==> config.mk <==
export PLATFORM = sky130hd
export DESIGN_NAME = decoder_sched
export DESIGN_NICKNAME = d
export VERILOG_FILES = /design/src/rtl/decoder_sched_pkg.sv /design/src/rtl/decoder_sched_arb.sv /design/src/rtl/decoder_sched.sv
export SDC_FILE = /design/constraint.sdc
export NUM_CORES = 1
export LEC_CHECK = 0
export BUFFER_PORTS_ARGS = -buffer_cell sky130_fd_sc_hd__buf_2
export CAP_MARGIN = 30
export CORE_ASPECT_RATIO = 0.8
export CORE_MARGIN = 10
export CORE_UTILIZATION = 43
export CTS_BUF_LIST = sky130_fd_sc_hd__clkbuf_16
export CTS_CLUSTER_SIZE = 8
export DETAILED_ROUTE_END_ITERATION = 8
export PLACE_DENSITY = 0.75
export SLEW_MARGIN = 10
export SYNTH_ARGS = -nofsm -noshare
export SYNTH_HDL_FRONTEND = slang
export SYNTH_SLANG_ARGS = --single-unit
==> constraint.sdc <==
create_clock -name wb_clk_i -period 1.9 [get_ports wb_clk_i]
set_input_delay 0.095 -clock wb_clk_i [delete_from_list [all_inputs] [get_ports wb_clk_i]]
set_output_delay 0.095 -clock wb_clk_i [all_outputs]
set_load 0.01 [all_outputs]
==> src/rtl/decoder_sched_pkg.sv <==
// rtl/decoder_sched_pkg.sv - shared constants, FSM states and id width helper for decoder_sched
package decoder_sched_pkg;

    localparam int CODE_W = 7;

    typedef enum logic [1:0] {
        ST_IDLE = 2'd0,
        ST_WAIT = 2'd1,
        ST_RESP = 2'd2
    } state_t;

    // Width of a requester index; never below one bit so ports stay legal
    function automatic int id_w(input int n);
        return (n > 1) ? $clog2(n) : 1;
    endfunction

endpackage

==> src/rtl/decoder_sched_arb.sv <==
// rtl/decoder_sched_arb.sv - requester arbiter, round-robin when DECODER_SCHED_RR_EN is defined, else fixed priority
module decoder_sched_arb #(
    parameter int NREQ = 4,
    parameter int IDW  = 2
) (
`ifdef DECODER_SCHED_RR_EN
    input  logic            clk,
    input  logic            rst,
    input  logic            advance,
`endif
    input  logic [NREQ-1:0] req_valid,
    output logic            grant_any,
    output logic [NREQ-1:0] grant,
    output logic [IDW-1:0]  grant_id
);

    logic [IDW-1:0] start;

`ifdef DECODER_SCHED_RR_EN
    logic [IDW-1:0] ptr_q;

    // Pointer moves to one past the winner on every accepted grant
    always_ff @(posedge clk) begin
        if (rst) begin
            ptr_q <= '0;
        end else if (advance) begin
            ptr_q <= (grant_id == IDW'(NREQ - 1)) ? '0 : grant_id + 1'b1;
        end
    end

    assign start = ptr_q;
`else
    assign start = '0;
`endif

    // Search requesters starting at 'start', first valid one wins
    always_comb begin
        int idx;
        grant_any = 1'b0;
        grant     = '0;
        grant_id  = '0;
        idx       = 0;
        for (int k = 0; k < NREQ; k++) begin
            idx = (int'(start) + k) % NREQ;
            if (!grant_any && req_valid[idx]) begin
                grant_any   = 1'b1;
                grant[idx]  = 1'b1;
                grant_id    = IDW'(idx);
            end
        end
    end

endmodule

==> src/rtl/decoder_sched.sv <==
// rtl/decoder_sched.sv - time-shares one decoder among NREQ requesters; DECODER_SCHED_RR_EN selects round-robin
module decoder_sched
    import decoder_sched_pkg::*;
#(
    parameter int NREQ    = 4,
    parameter int DEC_LAT = 2,
    parameter int OUT_W   = 4
) (
    input  logic                     wb_clk_i,
    input  logic                     wb_rst_i,
    input  logic [NREQ-1:0]          req_valid,
    input  logic [NREQ*CODE_W-1:0]   req_code,
    output logic [NREQ-1:0]          req_ready,
    output logic [CODE_W-1:0]        dec_in,
    input  logic [OUT_W-1:0]         dec_out,
    input  logic                     dec_err,
    output logic                     rsp_valid,
    output logic [id_w(NREQ)-1:0]    rsp_id,
    output logic [OUT_W-1:0]         rsp_data,
    output logic                     rsp_err,
    input  logic                     rsp_ready,
    output logic                     busy
);

    localparam int IDW   = id_w(NREQ);
    localparam int CNT_W = $clog2(DEC_LAT + 1);

    state_t              state_q;
    state_t              state_d;
    logic [CNT_W-1:0]    cnt_q;
    logic                arb_en;
    logic                accept;
    logic                grant_any;
    logic [NREQ-1:0]     grant;
    logic [IDW-1:0]      grant_id;
    logic [CODE_W-1:0]   code_sel;

    assign arb_en    = (state_q == ST_IDLE) && !wb_rst_i;
    assign accept    = arb_en && grant_any;
    assign req_ready = arb_en ? grant : '0;
    assign busy      = (state_q != ST_IDLE);

    decoder_sched_arb #(
        .NREQ (NREQ),
        .IDW  (IDW)
    ) u_arb (
`ifdef DECODER_SCHED_RR_EN
        .clk       (wb_clk_i),
        .rst       (wb_rst_i),
        .advance   (accept),
`endif
        .req_valid (req_valid),
        .grant_any (grant_any),
        .grant     (grant),
        .grant_id  (grant_id)
    );

    // Pick the winning requester's code word
    always_comb begin
        code_sel = '0;
        for (int i = 0; i < NREQ; i++) begin
            if (grant[i]) begin
                code_sel = req_code[i*CODE_W +: CODE_W];
            end
        end
    end

    // State register
    always_ff @(posedge wb_clk_i) begin
        if (wb_rst_i) begin
            state_q <= ST_IDLE;
        end else begin
            state_q <= state_d;
        end
    end

    // Next state: issue, wait out decoder latency, hold response until taken
    always_comb begin
        state_d = state_q;
        case (state_q)
            ST_IDLE: if (accept) state_d = ST_WAIT;
            ST_WAIT: if (cnt_q == '0) state_d = ST_RESP;
            ST_RESP: if (rsp_ready) state_d = ST_IDLE;
            default: state_d = ST_IDLE;
        endcase
    end

    // Datapath: decoder input, id, latency counter and response capture
    always_ff @(posedge wb_clk_i) begin
        if (wb_rst_i) begin
            dec_in    <= '0;
            rsp_id    <= '0;
            cnt_q     <= '0;
            rsp_data  <= '0;
            rsp_err   <= 1'b0;
            rsp_valid <= 1'b0;
        end else begin
            case (state_q)
                ST_IDLE: begin
                    if (accept) begin
                        dec_in <= code_sel;
                        rsp_id <= grant_id;
                        cnt_q  <= CNT_W'(DEC_LAT - 1);
                    end
                end
                ST_WAIT: begin
                    if (cnt_q == '0) begin
                        rsp_data  <= dec_out;
                        rsp_err   <= dec_err;
                        rsp_valid <= 1'b1;
                    end else begin
                        cnt_q <= cnt_q - 1'b1;
                    end
                end
                ST_RESP: begin
                    if (rsp_ready) rsp_valid <= 1'b0;
                end
                default: ;
            endcase
        end
    end

endmodule

# Word level (Yosys, flattened, before mapping)

Cells that the tools add are included.

ROM bits: 0
Bits in registers: 19
Memories kept: 0
Latch bits: 0
Memory bits (writable): 0
Logic and storage cells: 58

Bitwise logic cells: 0
Multipliers: 0
Div/mod/pow operators: 0
Equal/unequal tests: 6
Multiplexer cells: 25
Shift operators: 0
Reductions and logical operators: 19
Magnitude comparators: 0
$add $sub $neg: 1

Operator list:

| operator                                             | number |
|---|---|
| 2-to-1 mux 7 bit                                     | 4 |
| 2-to-1 mux 2 bit                                     | 7 |
| AND reduction 3 bit                                  | 3 |
| 2-to-1 mux 1 bit                                     | 8 |
| 2-to-1 mux 4 bit                                     | 2 |
| inequality test 2 bit (second input constant)        | 4 |
| one-hot mux 2 bit (3 select lines)                   | 1 |
| nonzero test 2 bit                                   | 3 |
| logical AND 1 bit                                    | 5 |
| zero test 1 bit                                      | 4 |
| zero test 2 bit                                      | 2 |
| one-hot mux 2 bit (2 select lines)                   | 1 |
| AND reduction 2 bit                                  | 2 |
| 2-to-1 mux 3 bit                                     | 1 |
| equality test 2 x 1 -> 1 bit (second input constant) | 1 |
| equality test 2 bit (second input constant)          | 1 |
| one-hot mux 1 bit (2 select lines)                   | 1 |
| subtractor 2 x 1 -> 2 bit (second input constant)    | 1 |

# Depth between registers and ports, before layout

Depth in word-level cells: 14
Gate-level depth with buffers: 5
Mapped depth without buffers: 5

# Hierarchy

Synthesis repeated with hierarchy kept, for this count alone.

Cells, all modules: 131
Area, all modules: 1129.8 um^2

By module, submodules not included:

| module            | cells an instance | area an instance (um^2) | instances |
|---|---|---|---|
| decoder_sched     | 121               | 1071.0                  | 1 |
| decoder_sched_arb | 10                | 58.8                    | 1 |

# Least setup slack after synthesis

Ideal clock, no wire load.

Path kind: reg2reg
From: register cnt_q[0]
To: register cnt_q[1]
Slack: 572 ps
Library setup time: 132 ps
Clock period less this slack: 1328 ps
Cell stages (with the launch flop): 6
Arrival: 1196 ps
Path buffers: 0
Cell sequence: dfxtp_1 -> inv_1 -> ha_1 -> or3b_2 -> o211ai_1 -> a21oi_1

Cells in the longest elaborated chain, start to end: 3
Elaborated cells between the ends (all ways): 6

Ends and longest elaborated chain:

| element                                                                   | line                                       | source |
|---|---|---|
| start: declaration                                                        | decoder_sched.sv:30                        | `logic [CNT_W-1:0] cnt_q;` |
| start signal: assignment                                                  | decoder_sched.sv:103                       | `cnt_q <= CNT_W'(DEC_LAT - 1);` |
| start signal: assignment                                                  | decoder_sched.sv:112                       | `cnt_q <= cnt_q - 1'b1;` |
| subtractor 2 x 1 -> 2 bit or zero test 2 bit (tied branches)              | decoder_sched.sv:112, decoder_sched.sv:107 |  |
| 2-to-1 mux 2 bit or inequality test 2 bit (tied branches)                 | n/a                                        |  |
| one-hot mux 2 bit (2 select lines) or AND reduction 3 bit (tied branches) | n/a                                        |  |

Parallel ways exist; a longest one is shown, timed or not. The select of a mux whose other input is x is not followed.
A chain may end at the register's enable or synchronous reset.

# Worst setup path in the final report

From: register state_q[1]
To: output port req_ready[2]

Cells in the longest elaborated chain, start to end: 3

Ends and longest elaborated chain:

| element                  | line                | source |
|---|---|---|
| start: declaration       | decoder_sched.sv:28 | `state_t state_q;` |
| start signal: assignment | decoder_sched.sv:73 | `state_q <= state_d;` |
| zero test 2 bit          | decoder_sched.sv:38 | `assign arb_en = (state_q == ST_IDLE) && !wb_rst_i;` |
| logical AND 1 bit        | decoder_sched.sv:38 |  |
| 2-to-1 mux 4 bit         | decoder_sched.sv:40 | `assign req_ready = arb_en ? grant : '0;` |
| end: declaration         | decoder_sched.sv:13 | `output logic [NREQ-1:0] req_ready,` |

No other way between the ends.

==> metrics <==
largest net degree at the start of global routing 22; RR Startpoint state_q[1]$_SDFFE_PP0P_; predominant post-synthesis flop cell dfxtp_1; top post-synthesis cells by area dfxtp_1 (36%), a21oi_1 (9.9%), o2bb2ai_1 (5.8%), nand3b_1 (5.7%), mux2i_1 (4.7%); synthesized net count 164; status complete, no violations; FMAX 0.5801 GHz; Design Area, Final between 1000 and 1500 µm²; Tmin final approximately 1.7 ns; FF-to-FF End dec_in[2]$_SDFFE_PP0P_; Final Util 0.5906; Synth cell types 34; hold slack between 0.08 and 0.09 ns; post-synth top area cell dfxtp_1; Ys Warns 0; Clock Sinks 19; DR vias between 1000 and 1500; Worst setup SP type register; Total GRT Usage 0.1357; post-synth top area share 0.3585; vias in the first global route 1115; post-synthesis async set-or-reset flop share 0; final WL 3.337 mm; P per Cell Area between 900 and 1000 nW/µm²; Initial DRT Pass Iterations 4; # diodes 0; CP arrival 1.63 ns; Max Transition Viols Final 0; total CTS buffers 3; initial antenna violation count 0; met2 Resource Use GR 0.2333; Avg Inst Size Synth 8.626 µm²; vias per cell about 5.5; fin nets between 200 and 250; HPWL after DPL 2.654 mm; drt drc 0; Hold Path Origin dec_err; Slew HR 0.5445; EDFF count, synth 0; Clk Latency, worst-skew pair around 0.25 ns; setup TNS 0 ns; Starting Density 0.4417; overall power roughly 1.4 mW; worst slew pin tran 0.6796 ns; critical path peak fanout 12; top-count cell post-synth a21oi_1; post-CTS resize count 0; Clock Skew 0.002276 ns; CP Capture Type output pin; GR Util met3 0.04262; RSZ-0062 raised after global routing no; root buffer cell clkbuf_16; die area 4867 µm²; R2R cell count 3; first-pass GRT wire length between 5 and 6 mm; Longest Clk Path Bufs 2; gr busiest metal met2; flops & latches, synth 19; MaxCap Viol Count 0; Buffers on Ports 59; area growth from synthesis to layout 33.73%; Overflow after GRT 0; critical path class reg -> out; Filler Cells Inserted about 220; Cell Area, Synth approximately 1100 µm²; met1 usage 0.1514; min-delay worst type in -> reg; I/O Pins 60; CTS tree done; Finish-stage setup viols 0; Reg2Reg Setup Slack 0.40 ns; peak supply drop 0.6703 mV; clock-pin slew on the worst setup and hold paths approximately 0.05 ns; Routed WL per cell around 16 µm; H-tree depth 1; drt initial violations 36; layout cells sized above 1 0.3898; Hold Vio Cnt, Final 0; Mapped Cells 123; fin crit share 0.9073; crit path from state_q[1]$_SDFFE_PP0P_; num rows 16; ANT nets after route 0; Core ar. 2402 µm²; Crit path required time about 1.8 ns; area of placed instances ~1300 µm²; cts hold-fix bufs 0; Post-CTS Setup Bufs 0; crit path capture req_ready[2]; post-synthesis sequential area ratio 0.3585; Die H 64.43 µm; Placer Congestion 0.7892; synth cell count leaders a21oi_1 (21), dfxtp_1 (19), nor2_1 (10); LEAKAGE 0.6633 nW; Die X between 70 and 80 µm
## final cells by class
type	count	area [µm²]	share of cell area
Clock buffer	3	75.07	0.05291
Clock inverter	1	3.754	0.002646
Inverter	3	11.26	0.007937
Multi-Input combinational cell	92	619.3	0.4365
Timing Repair Buffer	59	295.3	0.2081
Tap cell	27	33.78	0.02381
Sequential cell	19	380.4	0.2681
## critical path, cell delays in order, from the launching register on
cell and delay, ns:
dfxtp_1 0.37, nor3_2 0.61, and3_1 0.25, buf_2 0.14
## power by group
part           total, mW  internal [mW]  switching [mW]
Combinational      0.444          0.210           0.234
Sequential         0.528          0.477          0.0514
Clock              0.425          0.280           0.145
## stage by stage
stage          std cells  worst slack (ns)
6_report             204            0.1761
5_1_grt              204           0.01964
2_1_floorplan        123            0.5717
4_1_cts              204            0.1897
3_5_place_dp         200            0.4164
3_3_place_gp         200            0.4887
## flip-flops by register name, summed over array words and instances, names as in the netlist
register,cells
dec_in,7
rsp_data,4
cnt_q,2
rsp_id,2
state_q,2
rsp_err,1
rsp_valid,1
## cell families after synthesis
| logic type | Yosys count | synth area share |
|---|---|---|
| buf+inv | 12 | 0.05778 |
| compound gates | 39 | 0.2347 |
| simple gates | 47 | 0.2901 |
| mux | 5 | 0.04717 |
| flops | 19 | 0.3585 |
| fa+ha+maj | 1 | 0.01179 |
## how the worst min path moves through the flow
stage                                          end  slack, ns  cells after the start
final                         rsp_err$_SDFFE_PP0P_       0.08                      3
after CTS                     rsp_err$_SDFFE_PP0P_       0.08                      3
after detailed placement      rsp_err$_SDFFE_PP0P_       0.34                      3
after global placement    rsp_data[2]$_SDFFE_PP0P_       0.33                      3
after global routing          rsp_err$_SDFFE_PP0P_        0.1                      3
after floorplan           rsp_data[0]$_SDFFE_PP0P_       0.24                      2
## per-layer routing
layer	vias to the layer above	share of wire
met5	-	0
met4	0	0.018
met3	7	0.064
met2	35	0.50
met1	510	0.41
li1	560	-
## cells in the final DEF (no fill, tap or decap), drive strengths merged, types with 2 or more instances in the layout
cell / netlist / routed
nor2b: 4 / 4
nor3: 3 / 3
nand2b: 3 / 3
and3: 2 / 2
clkbuf: 3 / 3
dfxtp: 19 / 19
a31oi: 4 / 4
nor2: 11 / 11
a311oi: 3 / 3
nand3b: 8 / 8
mux2i: 5 / 5
buf: 6 / 59
nand2: 8 / 8
o2bb2ai: 7 / 7
inv: 2 / 3
a21oi: 21 / 21
(Power assumes the default switching activity.)
